## src/rtl/llc_cmd_dispatcher_pkg.sv

```systemverilog
// Shared LLC trace definitions: field widths, command codes, dispatcher FSM states
// and the legal-command filter used by the dispatcher front end.
package llc_cmd_dispatcher_pkg;

    localparam int CMDSIZE   = 4;
    localparam int ADDR_BITS = 32;

    typedef enum logic [CMDSIZE-1:0] {
        CMD_READ_L1D    = 4'd0,
        CMD_WRITE_L1D   = 4'd1,
        CMD_READ_L1I    = 4'd2,
        CMD_SNOOP_INV   = 4'd3,
        CMD_SNOOP_READ  = 4'd4,
        CMD_SNOOP_WRITE = 4'd5,
        CMD_SNOOP_RWIM  = 4'd6,
        CMD_CLEAR       = 4'd8,
        CMD_PRINT       = 4'd9
    } cmd_t;

    typedef enum logic [1:0] {
        IDLE,
        SETUP,
        FIRE,
        GAP
    } disp_state_t;

    // Codes 7 and 10-15 have no meaning to the LLC model.
    function automatic logic is_legal_cmd(input logic [CMDSIZE-1:0] cmd);
        logic ok;
        ok = 1'b0;
        case (cmd)
            CMD_READ_L1D, CMD_WRITE_L1D, CMD_READ_L1I, CMD_SNOOP_INV,
            CMD_SNOOP_READ, CMD_SNOOP_WRITE, CMD_SNOOP_RWIM,
            CMD_CLEAR, CMD_PRINT: ok = 1'b1;
            default:              ok = 1'b0;
        endcase
        return ok;
    endfunction

endpackage

```

## src/rtl/llc_cmd_dispatcher_fifo.sv

```systemverilog
// llc_cmd_fifo: synchronous record buffer with wrap-bit pointers; a full FIFO refuses
// pushes even when a pop happens in the same cycle.
module llc_cmd_fifo #(
    parameter int WIDTH = 36,
    parameter int DEPTH = 8
) (
    input  logic             clk,
    input  logic             reset_n,
    input  logic             push,
    input  logic             pop,
    input  logic [WIDTH-1:0] wdata,
    output logic [WIDTH-1:0] rdata,
    output logic             full,
    output logic             empty
);

    localparam int AW = $clog2(DEPTH);

    logic [AW:0]      wr_ptr;
    logic [AW:0]      rd_ptr;
    logic [WIDTH-1:0] mem [DEPTH];
    logic             do_push;
    logic             do_pop;

    assign full    = (wr_ptr[AW] != rd_ptr[AW]) && (wr_ptr[AW-1:0] == rd_ptr[AW-1:0]);
    assign empty   = (wr_ptr == rd_ptr);
    assign do_push = push && !full;
    assign do_pop  = pop && !empty;
    assign rdata   = mem[rd_ptr[AW-1:0]];

    always_ff @(posedge clk) begin
        if (!reset_n) begin
            wr_ptr <= '0;
            rd_ptr <= '0;
        end else begin
            if (do_push) wr_ptr <= wr_ptr + 1'b1;
            if (do_pop)  rd_ptr <= rd_ptr + 1'b1;
        end
    end

    always_ff @(posedge clk) begin
        if (reset_n && do_push) mem[wr_ptr[AW-1:0]] <= wdata;
    end

endmodule

```

## src/rtl/llc_cmd_dispatcher.sv

```systemverilog
// Trace-record dispatcher for the LLC model: filters, buffers and replays records with a
// one-cycle llc_eof strobe. Define LLC_DISPATCH_TRACE_EN for simulation trace printing.
module llc_cmd_dispatcher
    import llc_cmd_dispatcher_pkg::*;
#(
    parameter int FIFO_DEPTH = 8,
    parameter int GAP_CYCLES = 1
) (
    input  logic                 clk,
    input  logic                 reset_n,
    input  logic                 in_valid,
    output logic                 in_ready,
    input  logic [CMDSIZE-1:0]   in_cmd,
    input  logic [ADDR_BITS-1:0] in_addr,
    output logic [CMDSIZE-1:0]   llc_cmd,
    output logic [ADDR_BITS-1:0] llc_addr,
    output logic                 llc_eof,
    output logic                 idle,
    output logic [31:0]          issued_cnt,
    output logic [31:0]          dropped_cnt
);

    localparam int REC_W = CMDSIZE + ADDR_BITS;
    localparam int GW    = (GAP_CYCLES > 1) ? $clog2(GAP_CYCLES) : 1;

    disp_state_t          state;
    disp_state_t          state_nxt;
    logic [GW-1:0]        gap_cnt;
    logic                 ready_q;
    logic                 fifo_full;
    logic                 fifo_empty;
    logic [REC_W-1:0]     head;
    logic                 accept;
    logic                 push;
    logic                 drop;
    logic                 pop;

    assign in_ready = ready_q && !fifo_full;
    assign accept   = in_valid && in_ready;
    assign push     = accept && is_legal_cmd(in_cmd);
    assign drop     = accept && !is_legal_cmd(in_cmd);
    assign pop      = (state == IDLE) && !fifo_empty;
    assign idle     = fifo_empty && (state == IDLE);

    llc_cmd_fifo #(
        .WIDTH (REC_W),
        .DEPTH (FIFO_DEPTH)
    ) u_fifo (
        .clk     (clk),
        .reset_n (reset_n),
        .push    (push),
        .pop     (pop),
        .wdata   ({in_cmd, in_addr}),
        .rdata   (head),
        .full    (fifo_full),
        .empty   (fifo_empty)
    );

    always_comb begin
        state_nxt = state;
        case (state)
            IDLE:    if (!fifo_empty) state_nxt = SETUP;
            SETUP:   state_nxt = FIRE;
            FIRE:    state_nxt = GAP;
            GAP:     if (gap_cnt == GW'(GAP_CYCLES - 1)) state_nxt = IDLE;
            default: state_nxt = IDLE;
        endcase
    end

    // llc_eof is registered from the next state so it rises on the SETUP->FIRE edge
    // and any reset edge clears it with the state.
    always_ff @(posedge clk) begin
        if (!reset_n) begin
            state       <= IDLE;
            gap_cnt     <= '0;
            ready_q     <= 1'b0;
            llc_cmd     <= '0;
            llc_addr    <= '0;
            llc_eof     <= 1'b0;
            issued_cnt  <= '0;
            dropped_cnt <= '0;
        end else begin
            state   <= state_nxt;
            ready_q <= 1'b1;
            llc_eof <= (state_nxt == FIRE);
            gap_cnt <= (state == GAP) ? gap_cnt + 1'b1 : '0;
            if (pop) {llc_cmd, llc_addr} <= head;
            if (state == SETUP && issued_cnt != '1) issued_cnt <= issued_cnt + 1'b1;
            if (drop && dropped_cnt != '1)          dropped_cnt <= dropped_cnt + 1'b1;
        end
    end

`ifdef LLC_DISPATCH_TRACE_EN
    always_ff @(posedge clk) begin
        if (reset_n && state == FIRE)
            $display("[llc_dispatch] issue #%h cmd=%h addr=%h", issued_cnt, llc_cmd, llc_addr);
        if (drop)
            $display("[llc_dispatch] drop illegal cmd=%h addr=%h", in_cmd, in_addr);
    end
`else
    // Trace printing disabled; cycle behaviour is identical.
`endif

endmodule

```

## config.mk

```make
export PLATFORM = sky130hd
export DESIGN_NAME = llc_cmd_dispatcher
export DESIGN_NICKNAME = d
export VERILOG_FILES = /design/src/rtl/llc_cmd_dispatcher_pkg.sv /design/src/rtl/llc_cmd_dispatcher_fifo.sv /design/src/rtl/llc_cmd_dispatcher.sv
export SDC_FILE = /design/constraint.sdc
export NUM_CORES = 1
export LEC_CHECK = 0
export BUFFER_PORTS_ARGS = -buffer_cell sky130_fd_sc_hd__buf_2
export CAP_MARGIN = 20
export CORE_ASPECT_RATIO = 0.7
export CORE_MARGIN = 2
export CORE_UTILIZATION = 40
export DETAILED_ROUTE_END_ITERATION = 7
export PLACE_DENSITY_LB_ADDON = 0.1
export SYNTH_ARGS = -nofsm -noshare
export SYNTH_HDL_FRONTEND = slang
export SYNTH_SLANG_ARGS = --single-unit
```

## constraint.sdc

```tcl
create_clock -name clk -period 8.6 [get_ports clk]
set_input_delay 0.43 -clock clk [delete_from_list [all_inputs] [get_ports clk]]
set_output_delay 0.43 -clock clk [all_outputs]
set_load 0.05 [all_outputs]
```

==> impl_metrics.tcl <==
set metrics [dict create \
    cp-end-kind "flip-flop" \
    cp_cell_sequence "xnor2_1, a41o_1, nor2_1, nand3_1, nor2_4, buf_4" \
    dp_hpwl_um 19500 \
    port_buffers 141 \
    initial_core_util_pct 40.7 \
    io-pin-count 142 \
    total_power_mw 4.96 \
    nFillCells 3331 \
    nets 1186 \
    post-route-util_pct 47.8 \
    finalCritPeriodShare_pct 34.9 \
    start_kind "flip-flop" \
    ff2ff_setup_slack_ns 5.60 \
    drv_cap 0 \
    via_count 8738 \
    rsz0062_at_grt "no" \
    path_max_fanout 36 \
    drc 0 \
    dr.pass1.iters 4 \
    postCtsSetupBuffers 0 \
    cp_slowest_cell "dfxtp_4" \
    antenna_cells 0 \
    timing.fmax_ghz 0.333 \
    tightest_slew_ns 0.908 \
    fin_area_um2 18400 \
    drv_slew 0 \
    finalWeightedCongestion 0.778 \
    grt_max_degree 77 \
    fin_skew_ns 0.0129 \
    dpl.cell_count 1627 \
    crit_start "u_fifo.rd_ptr[0]" \
    die_area_um2 40800 \
    post_dp_cell_area_um2 17000 \
    hold_depth 1 \
    r2r_start "u_fifo.rd_ptr[0]" \
    min_to "u_fifo.mem[0][8]" \
    ant_nets 0 \
    drive_gt1_share_pct 26.5 \
    area_delta_synth_final_pct 17.3 \
    synth_area_um2 15700 \
    cts_buffer_depth 3 \
    cp.arrival_ns 3.17 \
    power.density_nw_per_um2 269 \
    reg2reg_depth 6 \
    ctsResizeCount 0 \
    yosysUniqueCellTypes 52 \
    synth_ff_type "edfxtp_1" \
    clock_latency_ns 0.54 \
    die_w_um 241 \
    synthCells 993 \
    setup_viol_count_final 0 \
    hold_viol 0 \
    ys_warn_count 0 \
    async_flop_share_pct 0 \
    placeableCoreArea_um2 38500 \
    path_clk_slew_ns 0.06 \
    cts_tree "yes" \
    cts_buffers 41 \
    grt_antenna_before_repair 2 \
    hold_ws_ns 0.157 \
    crit_required_ns 8.77 \
    hold_class "input port to flip-flop" \
    min-delay-start "in_addr[8]" \
    synth_edf_count 288 \
    grt_pass1_vias 8799 \
    final.min_clock_period_ns 3.00 \
    wire_per_inst_um 19.9 \
    yosysSeqAreaShare_pct 69.6 \
    rr_endpoint "u_fifo.mem[3][15]" \
    preCtsSetupSlack_ns 5.53 \
    peakVddDrop_v 0.000171 \
    drt-total-wl_um 33900 \
    slowest_delay_ns 0.79 \
    htree_levels 2 \
    cts_sinks 401 \
    status "finished clean" \
    clock-root-buffer "clkbuf_16" \
    grt_usage_pct 16.8 \
    fin_cells 1702 \
    power_leakage_nw 6.10 \
    postSynthAreaPerCell_um2 15.8 \
    gr-total-overflow 0 \
    avgViaCountPerCell 5.13 \
    ys_seq_elements 401 \
    hold_buffers 0 \
    tns_ns 0 \
    drtIter0Drc 520 \
    grt_first_pass_wirelength_um 52400 \
    fp.dieH_um 170 \
    syn-num-nets 1036 \
    layout_setup_ws_ns 5.60 \
    worstSetupPathType "flip-flop to flip-flop" \
    rows 60 \
    relSlewSlack_pct 39.5 \
]
==> sequential cells by signal (all words and copies together), names as in the netlist <==
signal and cells:
llc_eof 1, u_fifo.mem 288, ready_q 1, state 2, llc_addr 32, gap_cnt 1
llc_cmd 4, u_fifo.rd_ptr 4, dropped_cnt 32, u_fifo.wr_ptr 4, issued_cnt 32
==> power by group <==
part,switching [mW],internal [mW]
sequential,0.0884,2.15
combinational,0.566,0.317
clock,0.746,1.09
total,1.40,3.56
==> routing by layer <==
layer,part of all wire [%],up-vias,wire [µm],track usage [%]
li1,-,4174,-,-
met1,50,4348,16800,25.3
met2,44,165,15100,25.3
met3,4.3,47,1450,3.04
met4,1.7,4,563,4.05
met5,0.068,-,23,0
==> Yosys cell counts (7+ instances only) <==
cell        n  area share [%]
inv_1      10            0.24
clkbuf_1   26            0.62
nand3_1    33             1.1
nor3_1     12            0.38
and3_1     13            0.52
xnor2_1    28             1.6
edfxtp_1  288              55
a21oi_1    14            0.45
nor2_1     96             2.3
nor4_1     10            0.40
mux4_2     72              10
xor2_1     23             1.3
buf_2      12            0.38
or3_1       9            0.36
o21ai_0    13            0.41
and4_1      7            0.39
nand2_1    40            0.96
and2_1     17            0.68
dfxtp_1   113              14
buf_1       9            0.22
mux2i_1    39             2.5
nand4_1    23            0.92
a211oi_1   37             1.8
==> critical path, delay by kind of cell, from the launching register on <==
family,cells,cell delay (ns)
compound gates,1,0.34
xor+xnor,1,0.24
buf+inv,1,0.52
flops,1,0.79
simple gates,3,0.73
==> final cells by class <==
class | instances | area [µm²] | area share, %
timing repair buffer | 156 | 818 | 4.45
tap | 527 | 659 | 3.58
sequential | 401 | 10900 | 59.3
multi-input combinational | 533 | 4590 | 24.9
clock inverter | 28 | 334 | 1.81
inverter | 10 | 38.8 | 0.211
clock buffer | 47 | 1050 | 5.70
==> placed cells by master (no fill, tap or decap), types with 7 or more instances in the layout <==
cell type and count:
clkinv_1 8, nor2_1 94, o21ai_0 13, clkinv_2 10, bufinv_16 7, inv_1 9, mux2i_1 39, nor3_1 10
and2_1 17, dfxtp_1 110, nand2_1 40, edfxtp_1 288, and3_1 13, a21oi_1 14, nand4_1 23, clkbuf_16 41
buf_4 15, xnor2_1 28, and4_1 7, mux4_2 72, or3_1 9, xor2_1 23, nand3_1 33, buf_2 141
a211oi_1 37
==> worst max path at each step <==
stage	end	slack, ns	depth (start not counted)
3_5_place_dp	u_fifo.mem[3][8]	5.53	6
4_1_cts	u_fifo.mem[3][16]	5.52	6
6_report	u_fifo.mem[3][15]	5.60	6
3_3_place_gp	u_fifo.mem[3][15]	5.61	6
5_1_grt	u_fifo.mem[3][0]	5.30	6
2_1_floorplan	u_fifo.mem[0][0]	3.58	5
==> kinds of logic (layout without fill, tap and decap cells) <==
kind of cell / count (synthesis) / count (layout) / share of synthesized area [%]
buffers and inverters: 59 / 241 / 1.56
and+or+nand+nor: 282 / 282 / 9.16
adders and majority gates: 4 / 4 / 0.319
AOI/OAI and AO/OA: 84 / 84 / 3.66
xor gates and xnor gates: 51 / 51 / 2.85
DFF: 401 / 401 / 69.6
muxes: 112 / 112 / 12.9
Note: power is estimated with default switching activity, not from simulation.
